[src/rtl/uart_mmio_bridge.sv]
// uart_mmio_bridge: CPU-facing MMIO window onto a byte-wide UART controller with TX/RX FIFOs.
// Optional feature macro UART_BRIDGE_IRQ_EN adds the CTRL irq_en bit and a registered irq output.
`timescale 1ns/1ps
module uart_mmio_bridge #(
    parameter int FIFO_DEPTH = 16
) (
    input  logic        clk,
    input  logic        reset,
    input  logic        mem_read,
    input  logic        mem_write,
    input  logic [3:0]  addr,
    input  logic [31:0] wdata,
    output logic [31:0] rdata,
    output logic        irq,
    output logic        uart_tx_en,
    output logic [31:0] uart_data_send,
    input  logic        uart_tx_res,
    output logic        uart_rx_en,
    input  logic [31:0] uart_data_recv,
    input  logic        uart_rx_res
);

    localparam int              AW       = $clog2(FIFO_DEPTH);
    localparam logic [AW:0]     DEPTH_C  = (AW+1)'(FIFO_DEPTH);
    localparam logic [AW:0]     CNT_ZERO = (AW+1)'(0);
    localparam logic [AW:0]     CNT_ONE  = (AW+1)'(1);
    localparam logic [AW-1:0]   PTR_ONE  = AW'(1);
    localparam logic [1:0]      A_DATA   = 2'd0;
    localparam logic [1:0]      A_STAT   = 2'd1;
    localparam logic [1:0]      A_CTRL   = 2'd2;

    typedef enum logic [1:0] {
        ST_IDLE = 2'd0,
        ST_LOAD = 2'd1,
        ST_BUSY = 2'd2
    } tx_state_e;

    // Occupancy shown in an 8-bit field; saturates for the 256-deep build.
    function automatic logic [7:0] occ_byte(input logic [AW:0] cnt);
        logic [31:0] wide;
        wide = 32'(cnt);
        return (wide > 32'd255) ? 8'hFF : wide[7:0];
    endfunction

    tx_state_e     state_q, state_d;
    logic [7:0]    tx_mem_q [FIFO_DEPTH];
    logic [7:0]    rx_mem_q [FIFO_DEPTH];
    logic [AW-1:0] tx_wptr_q, tx_wptr_d, tx_rptr_q, tx_rptr_d;
    logic [AW-1:0] rx_wptr_q, rx_wptr_d, rx_rptr_q, rx_rptr_d;
    logic [AW:0]   tx_count_q, tx_count_d, rx_count_q, rx_count_d;
    logic          rx_enable_q, rx_enable_d;
    logic          rx_ovr_q, rx_ovr_d, tx_drop_q, tx_drop_d;
    logic [31:0]   rdata_q, rdata_d;
    logic          uart_tx_en_q, uart_tx_en_d;
    logic [31:0]   uart_data_send_q, uart_data_send_d;
    logic          irq_en_s;

    logic          rd_data_s, wr_data_s, wr_stat_s, wr_ctrl_s;
    logic          tx_full_s, tx_empty_s, tx_idle_s, tx_push_s, tx_pop_s;
    logic          rx_avail_s, rx_full_s, rx_in_s, rx_push_s, rx_pop_s, rx_ovr_set_s;
    logic [31:0]   status_s, ctrl_s;
    logic          unused_s;

    assign unused_s = ^{addr[1:0], wdata[31:8], uart_data_recv[31:8]};

    // Bus decode and FIFO flag derivation.
    always_comb begin
        rd_data_s    = mem_read  && (addr[3:2] == A_DATA);
        wr_data_s    = mem_write && (addr[3:2] == A_DATA);
        wr_stat_s    = mem_write && (addr[3:2] == A_STAT);
        wr_ctrl_s    = mem_write && (addr[3:2] == A_CTRL);
        tx_full_s    = (tx_count_q == DEPTH_C);
        tx_empty_s   = (tx_count_q == CNT_ZERO);
        tx_idle_s    = tx_empty_s && (state_q == ST_IDLE);
        rx_avail_s   = (rx_count_q != CNT_ZERO);
        rx_full_s    = (rx_count_q == DEPTH_C);
        tx_push_s    = wr_data_s && !tx_full_s;
        rx_pop_s     = rd_data_s && rx_avail_s;
        rx_in_s      = uart_rx_res && rx_enable_q;
        // A pop in the same cycle frees the slot the incoming byte needs.
        rx_push_s    = rx_in_s && (!rx_full_s || rx_pop_s);
        rx_ovr_set_s = rx_in_s && rx_full_s && !rx_pop_s;
    end

    // TX pacing FSM: one byte handed to the controller per completed transmit.
    always_comb begin
        state_d          = state_q;
        tx_pop_s         = 1'b0;
        uart_data_send_d = uart_data_send_q;
        case (state_q)
            ST_IDLE: begin
                if (!tx_empty_s) begin
                    state_d = ST_LOAD;
                end else begin
                    state_d = ST_IDLE;
                end
            end
            ST_LOAD: begin
                tx_pop_s = 1'b1;
                state_d  = ST_BUSY;
            end
            ST_BUSY: begin
                if (uart_tx_res) begin
                    state_d = ST_IDLE;
                end else begin
                    state_d = ST_BUSY;
                end
            end
            default: state_d = ST_IDLE;
        endcase
        uart_tx_en_d = (state_d == ST_LOAD);
        if ((state_q == ST_IDLE) && (state_d == ST_LOAD)) begin
            uart_data_send_d = {24'd0, tx_mem_q[tx_rptr_q]};
        end else begin
            uart_data_send_d = uart_data_send_q;
        end
    end

    // FIFO pointer and occupancy bookkeeping.
    always_comb begin
        tx_wptr_d = tx_push_s ? (tx_wptr_q + PTR_ONE) : tx_wptr_q;
        tx_rptr_d = tx_pop_s  ? (tx_rptr_q + PTR_ONE) : tx_rptr_q;
        rx_wptr_d = rx_push_s ? (rx_wptr_q + PTR_ONE) : rx_wptr_q;
        rx_rptr_d = rx_pop_s  ? (rx_rptr_q + PTR_ONE) : rx_rptr_q;
        case ({tx_push_s, tx_pop_s})
            2'b10:   tx_count_d = tx_count_q + CNT_ONE;
            2'b01:   tx_count_d = tx_count_q - CNT_ONE;
            default: tx_count_d = tx_count_q;
        endcase
        case ({rx_push_s, rx_pop_s})
            2'b10:   rx_count_d = rx_count_q + CNT_ONE;
            2'b01:   rx_count_d = rx_count_q - CNT_ONE;
            default: rx_count_d = rx_count_q;
        endcase
    end

    // Sticky error bits (a CPU clear beats a same-cycle set) and CTRL rx_enable.
    always_comb begin
        if (wr_stat_s && wdata[3]) begin
            rx_ovr_d = 1'b0;
        end else if (rx_ovr_set_s) begin
            rx_ovr_d = 1'b1;
        end else begin
            rx_ovr_d = rx_ovr_q;
        end
        if (wr_stat_s && wdata[4]) begin
            tx_drop_d = 1'b0;
        end else if (wr_data_s && tx_full_s) begin
            tx_drop_d = 1'b1;
        end else begin
            tx_drop_d = tx_drop_q;
        end
        if (wr_ctrl_s) begin
            rx_enable_d = wdata[0];
        end else begin
            rx_enable_d = rx_enable_q;
        end
    end

    // Read-data mux; all fields come from pre-write register state.
    always_comb begin
        status_s = {16'd0, occ_byte(rx_count_q), 3'd0, tx_drop_q, rx_ovr_q,
                    tx_idle_s, tx_full_s, rx_avail_s};
        ctrl_s   = {30'd0, irq_en_s, rx_enable_q};
        rdata_d  = rdata_q;
        if (mem_read) begin
            case (addr[3:2])
                A_DATA:  rdata_d = rx_avail_s ? {24'd0, rx_mem_q[rx_rptr_q]} : 32'd0;
                A_STAT:  rdata_d = status_s;
                A_CTRL:  rdata_d = ctrl_s;
                default: rdata_d = 32'd0;
            endcase
        end else begin
            rdata_d = rdata_q;
        end
    end

    // FIFO storage; contents need no reset since occupancy gates every read.
    always_ff @(posedge clk) begin
        if (tx_push_s) begin
            tx_mem_q[tx_wptr_q] <= wdata[7:0];
        end
        if (rx_push_s) begin
            rx_mem_q[rx_wptr_q] <= uart_data_recv[7:0];
        end
    end

    // Control and status state registers.
    always_ff @(posedge clk or negedge reset) begin
        if (!reset) begin
            state_q          <= ST_IDLE;
            tx_wptr_q        <= '0;
            tx_rptr_q        <= '0;
            rx_wptr_q        <= '0;
            rx_rptr_q        <= '0;
            tx_count_q       <= CNT_ZERO;
            rx_count_q       <= CNT_ZERO;
            rx_enable_q      <= 1'b0;
            rx_ovr_q         <= 1'b0;
            tx_drop_q        <= 1'b0;
            rdata_q          <= 32'd0;
            uart_tx_en_q     <= 1'b0;
            uart_data_send_q <= 32'd0;
        end else begin
            state_q          <= state_d;
            tx_wptr_q        <= tx_wptr_d;
            tx_rptr_q        <= tx_rptr_d;
            rx_wptr_q        <= rx_wptr_d;
            rx_rptr_q        <= rx_rptr_d;
            tx_count_q       <= tx_count_d;
            rx_count_q       <= rx_count_d;
            rx_enable_q      <= rx_enable_d;
            rx_ovr_q         <= rx_ovr_d;
            tx_drop_q        <= tx_drop_d;
            rdata_q          <= rdata_d;
            uart_tx_en_q     <= uart_tx_en_d;
            uart_data_send_q <= uart_data_send_d;
        end
    end

`ifdef UART_BRIDGE_IRQ_EN
    logic irq_en_q, irq_en_d;
    logic irq_q, irq_d;

    // Interrupt enable bit and level interrupt while RX data is pending.
    always_comb begin
        if (wr_ctrl_s) begin
            irq_en_d = wdata[1];
        end else begin
            irq_en_d = irq_en_q;
        end
        irq_d = irq_en_q && rx_avail_s;
    end

    // Interrupt registers.
    always_ff @(posedge clk or negedge reset) begin
        if (!reset) begin
            irq_en_q <= 1'b0;
            irq_q    <= 1'b0;
        end else begin
            irq_en_q <= irq_en_d;
            irq_q    <= irq_d;
        end
    end

    assign irq_en_s = irq_en_q;
    assign irq      = irq_q;
`else
    assign irq_en_s = 1'b0;
    assign irq      = 1'b0;
`endif

    assign rdata          = rdata_q;
    assign uart_tx_en     = uart_tx_en_q;
    assign uart_data_send = uart_data_send_q;
    assign uart_rx_en     = rx_enable_q;

endmodule

[config.mk]
export PLATFORM = sky130hd
export DESIGN_NAME = uart_mmio_bridge
export DESIGN_NICKNAME = d
export VERILOG_FILES = /design/src/rtl/uart_mmio_bridge.sv
export SDC_FILE = /design/constraint.sdc
export NUM_CORES = 1
export LEC_CHECK = 0
export ABC_AREA = 1
export CAP_MARGIN = 20
export CORE_AREA = 3 3 176 161
export CTS_CLUSTER_SIZE = 40
export DETAILED_ROUTE_END_ITERATION = 6
export DIE_AREA = 0 0 179 164
export HOLD_SLACK_MARGIN = 0.03
export PLACE_DENSITY = 0.79
export RECOVER_POWER = 100
export SLEW_MARGIN = 40
export SYNTH_ARGS = -nofsm -noshare
export SYNTH_HDL_FRONTEND = slang
export SYNTH_SLANG_ARGS = --single-unit
[constraint.sdc]
create_clock -name clk -period 4.72 [get_ports clk]
set_input_delay 1.18 -clock clk [delete_from_list [all_inputs] [get_ports clk]]
set_output_delay 1.18 -clock clk [all_outputs]
set_load 0.05 [all_outputs]
=== After elaboration in Yosys (flattened, before gate mapping) ===
Memories as Yosys holds them, arrays and structs flattened. A register that Yosys moved wholly into a read port is not among the register bits.
Cells that the tools add are included.

* Add/sub/neg operators: 8
* Reduce and logical (&&, ||, !) cells: 28
* Shift-type cells: 0
* Multiply operators: 0
* Equality and inequality tests: 11
* Muxes and demuxes: 16
* Bitwise gates (word level): 0
* Magnitude comparators: 0
* Divide/modulo/power cells: 0

{| class="wikitable"
|+ Operators by type and width
! operator !! count
|-
| one-hot mux 13 bit (3 select lines) || 1
|-
| one-hot mux 5 bit (2 select lines) || 2
|-
| adder 4 x 1 -> 4 bit (second input constant) || 4
|-
| logical AND 1 bit || 15
|-
| adder 5 x 1 -> 5 bit (second input constant) || 2
|-
| equality test 2 x 1 -> 1 bit (second input constant) || 5
|-
| equality test 5 bit (second input constant) || 2
|-
| two-way mux 1 bit || 10
|-
| subtractor 5 x 1 -> 5 bit (second input constant) || 2
|-
| equality test 2 bit (second input constant) || 4
|-
| two-way mux 8 bit || 1
|-
| nonzero test 2 bit || 4
|-
| one-hot mux 2 bit (3 select lines) || 1
|-
| zero test 5 bit || 1
|-
| nonzero test 5 bit || 1
|-
| zero test 1 bit || 4
|-
| zero test 2 bit || 2
|-
| two-way mux 2 bit || 1
|-
| logical OR 1 bit || 1
|}

* Bits of input ports: 74
* Word-level logic and storage cells: 77
* Latch bits: 0
* Register bits: 64
* Bits in read-only memories: 0
* Memory bits (writable): 256
* Output and inout bits: 67
* Memories kept: 2

{| class="wikitable"
|+ Memories
! name !! depth !! bits a word !! read ports !! clocked after Yosys merged registers in !! write ports !! line !! text
|-
| rx_mem_q || 16 || 8 || 1 || 0 || 1 || 47 || <nowiki>logic [7:0] rx_mem_q [FIFO_DEPTH];</nowiki>
|-
| tx_mem_q || 16 || 8 || 1 || 1 || 1 || 46 || <nowiki>logic [7:0] tx_mem_q [FIFO_DEPTH];</nowiki>
|}

=== Longest topological paths before layout ===
* Depth after elaboration: 7
* Gate-level depth with buffers: 16
* Depth with buffers taken out: 16

=== Least setup slack after synthesis ===
Ideal clock, no wire load.

* Path type: input to register
* Start point: input port addr[2]
* End point: register tx_count_q[4]
* Stages: 15
* Data required time: 4637 ps
* Setup time: 83 ps
* Buffers on the path: 0
* Arrival time: 2789 ps
* Path slack: 1848 ps
* Cell sequence: inv_2 -> nand2_2 -> nor2_1 -> nand2_1 -> ha_1 -> xor2_1 -> ha_1 -> inv_1 -> nand2_1 -> nand2_1 -> nand2_1 -> a21oi_1 -> xor2_1 -> nand2_1 -> o21ai_0

* Cells in the longest elaborated chain, start to end: 5
* Elaborated cells between the ends (all ways): 7
* Those cells by class: eq/ne: 2; mux: 1; reduce/logical: 4

{| class="wikitable"
|+ Ends and longest elaborated chain
! what !! line !! text
|-
| start: declaration || 11 || <nowiki>input logic [3:0] addr,</nowiki>
|-
| zero test 2 bit (*) || 69 || <nowiki>wr_data_s = mem_write && (addr[3:2] == A_DATA);</nowiki>
|-
| logical AND 1 bit (*) || 69 ||
|-
| logical AND 1 bit (*) || 77 || <nowiki>tx_push_s = wr_data_s && !tx_full_s;</nowiki>
|-
| equality test 2 x 1 -> 1 bit / equality test 2 bit (equally long branches) || 125 || <nowiki>case ({tx_push_s, tx_pop_s})</nowiki>
|-
| one-hot mux 5 bit (2 select lines) / nonzero test 2 bit (equally long branches) || -- ||
|-
| end signal: assignment || 210 || <nowiki>tx_count_q <= tx_count_d;</nowiki>
|-
| end: declaration || 50 || <nowiki>logic [AW:0] tx_count_q, tx_count_d, rx_count_q, rx_count_d;</nowiki>
|}

Mark *: on every way between the ends. The rest lies on a longest branch, timed or not.
A chain may end at the register's enable or synchronous reset.

==> results.md <==
* Status: finished, violations left
* Failing checks: max-capacitance violations, max-slew violations
* Ports at 141
* Yosys top cell by area: edfxtp_1
* Endpoint class of the critical path: flip-flop
* Initial antenna violation count at 1
* Seq cells post-synth at 309
* WS Path Type: reg2reg
* Pin count of the biggest net entering global routing at 75
* Asr flop ratio synth at 17.2%
* Initial DRC count at 1052
* Slew of the pin with the lowest slew margin at 2890 ps
* Max_slew headroom at -92.4%
* # Max-Cap Violations at 1
* Final Cycle Share at 79.6%
* Multi-input gate area at 0.00352 mm^2
* Max H-tree Level at 1
* YS warnings at 0
* Routed WL per cell at 18.1 um
* CTS tree: built
* Commonest non-fill, non-tap cell in the layout: edfxtp_1
* Vias in the first global route at 8015
* Ys flop type: edfxtp_1
* CP startpoint: tx_rptr_q[0]
* Fmax at 0.266 GHz
* Fraction of final layout cells sized beyond drive strength 1 at 6.31%
* Crit path required time at 5180 ps
* Post-DRT Antenna Nets at 0
* Reg2reg start: tx_rptr_q[0]
* Synth top area share at 58.1%
* First-pass GRT wire length at 42900 um
* Crit path time final at 3760 ps
* Final setup fails at 0
* Max rail drop VDD at 357 uV
* Overall Global Routing Usage at 18.8%
* Most frequent cells in the layout: edfxtp_1, nor2_1, o21ai_0
* Largest cells by area after synthesis: edfxtp_1, dfrtp_1, nor2_1
* Max clock buf depth at 3
* Power Dens Cells at 598 mW/mm^2
* Setup bufs post-CTS at 0
* Fin. Hold Viols at 0
* Placed cells at 1486
* Die X at 179 um
* EDFF count, synth at 256
* Vias/cell at 5.55
* Avg Cell Area, Syn at 11.8 um^2
* Dpl hpwl at 16700 um
* WL final at 27900 um
* GPL Wtd Cong at 0.823
* Num CTS Buffers at 31
* Total Power at 8.80 mW
* Clock transition at the registers of the reported paths at 60 ps
* Clock sinks at 309
* Final Skew at 18.4 ps
* Post-synthesis cell type count at 39
* I/O Buffers at 46
* Initial Util at 49.5%
* Setup TNS at 0 ps
* Seq/Total Area, Yosys at 68.1%
* Drt pass-1 iters at 5
* Hold_sp: rdata[11]
* Fillers at 2111
* Register area at 0.00902 mm^2
* Diodes inserted at 0
* Critical Path AT at 4220 ps
* Cell leakage power at 5.27 nW
* Gate Count Post-Synth at 1126
* Critical Path Start Type: flip-flop
* Post_cts resized at 0
* Hold Buf Count CTS at 0
* Die area at 0.0294 mm^2
* Worst-Skew Late Latency at 560 ps
* Die Y-Extent at 164 um
* DRC errors left at 0
* Area Growth Syn to Fin at 11.2%
* Num rows at 57
* Root Driver: clkbuf_16
* DR vias at 8569
* Crit Path Max Fanout at 67
* Nets@finish at 1254
* Path category of the worst min-delay check: reg2reg
* Synthesized area at 0.0132 mm^2
* Core box area at 0.0267 mm^2
* RSZ-0062 raised after global routing: false
* Final std cells w/o fill at 1543
* Gr ovfl total at 0
* Max-slew violations at 68
## metal layers
metal / global-route usage [%] / routed length [um]
met1: 27.6 / 12000
met2: 29.4 / 12800
met5: 0 / 13
met3: 2.73 / 2370
met4: 5.42 / 688
## power by group
part / switching, mW / internal (mW)
logic: 2.06 / 0.848
registers: 0.257 / 3.23
clock network: 0.992 / 1.40
## through the flow
step	utilization, %	instance area, um^2	hold WS, ps	setup slack, ps
final	55.0	14700	479	961
after global routing	55.0	14700	507	727
after CTS	55.3	14800	489	1600
after detailed placement	51.6	13800	471	1040
after global placement	51.6	13800	466	1070
after floorplan	-	13400	449	1850
## cells in the mapped netlist (4+ instances only)
| cell | number |
|---|---|
| nand2_2 | 5 |
| nand2_4 | 5 |
| nor2_1 | 240 |
| buf_4 | 53 |
| a31oi_1 | 11 |
| o211ai_1 | 51 |
| o31ai_1 | 8 |
| o21ai_0 | 99 |
| xor2_1 | 18 |
| ha_1 | 15 |
| nand4_1 | 7 |
| o21ai_1 | 51 |
| nand2_1 | 78 |
| buf_2 | 21 |
| clkbuf_1 | 15 |
| edfxtp_1 | 256 |
| inv_1 | 39 |
| a21oi_1 | 22 |
| buf_1 | 4 |
| nand3_1 | 36 |
| dfrtp_1 | 53 |
| inv_2 | 8 |
## critical path, cell delays in order (launching register included)
cell	delay, ps
dfrtp_2	380
clkbuf_1	2040
o21ai_0	300
o21ai_0	550
o211ai_1	200
a31oi_1	160
## sequential cells by signal, indices dropped and copies added (netlist names)
| register | cells |
|---|---|
| uart_data_send | 8 |
| rx_mem_q | 128 |
| tx_mem_q | 128 |
| uart_rx_en | 1 |
| rx_wptr_q | 4 |
| tx_count_q | 5 |
| tx_rptr_q | 4 |
| rx_rptr_q | 4 |
| rx_ovr_q | 1 |
| rx_count_q | 5 |
| tx_drop_q | 1 |
| tx_wptr_q | 4 |
| uart_tx_en | 1 |
| state_q | 2 |
| rdata | 13 |
## logic make-up after synthesis
kind of cell | after synthesis | share of synthesized area [%]
adders and majority gates | 15 | 1.42
xor gates and xnor gates | 20 | 1.32
muxes | 2 | 0.170
DFF | 309 | 68.1
AOI/OAI and AO/OA | 247 | 10.6
buffers and inverters | 149 | 6.11
and+or+nand+nor | 383 | 12.2
other | 1 | 0.0283
## layout make-up
type	count	share of cell area [%]
clock buffers	40	5.64
well taps	354	3.01
multi-input cells	711	23.9
repair buffers	59	3.55
flip-flops and latches	309	61.3
inverters	53	1.43
clock inverters	17	1.17
## path summary, 6_finish.rpt
kind | to | slack [ps] | cells after the start
min in group asynchronous | rdata[11] | 760 | 2
max reg2reg | uart_data_send[3] | 960 | 5
max | uart_data_send[3] | 960 | 5
min reg2reg | rdata[11] | 480 | 2
min | rdata[11] | 480 | 2
max in group asynchronous | tx_rptr_q[2] | 3450 | 2
Note: power is estimated with default switching activity, not from simulation.
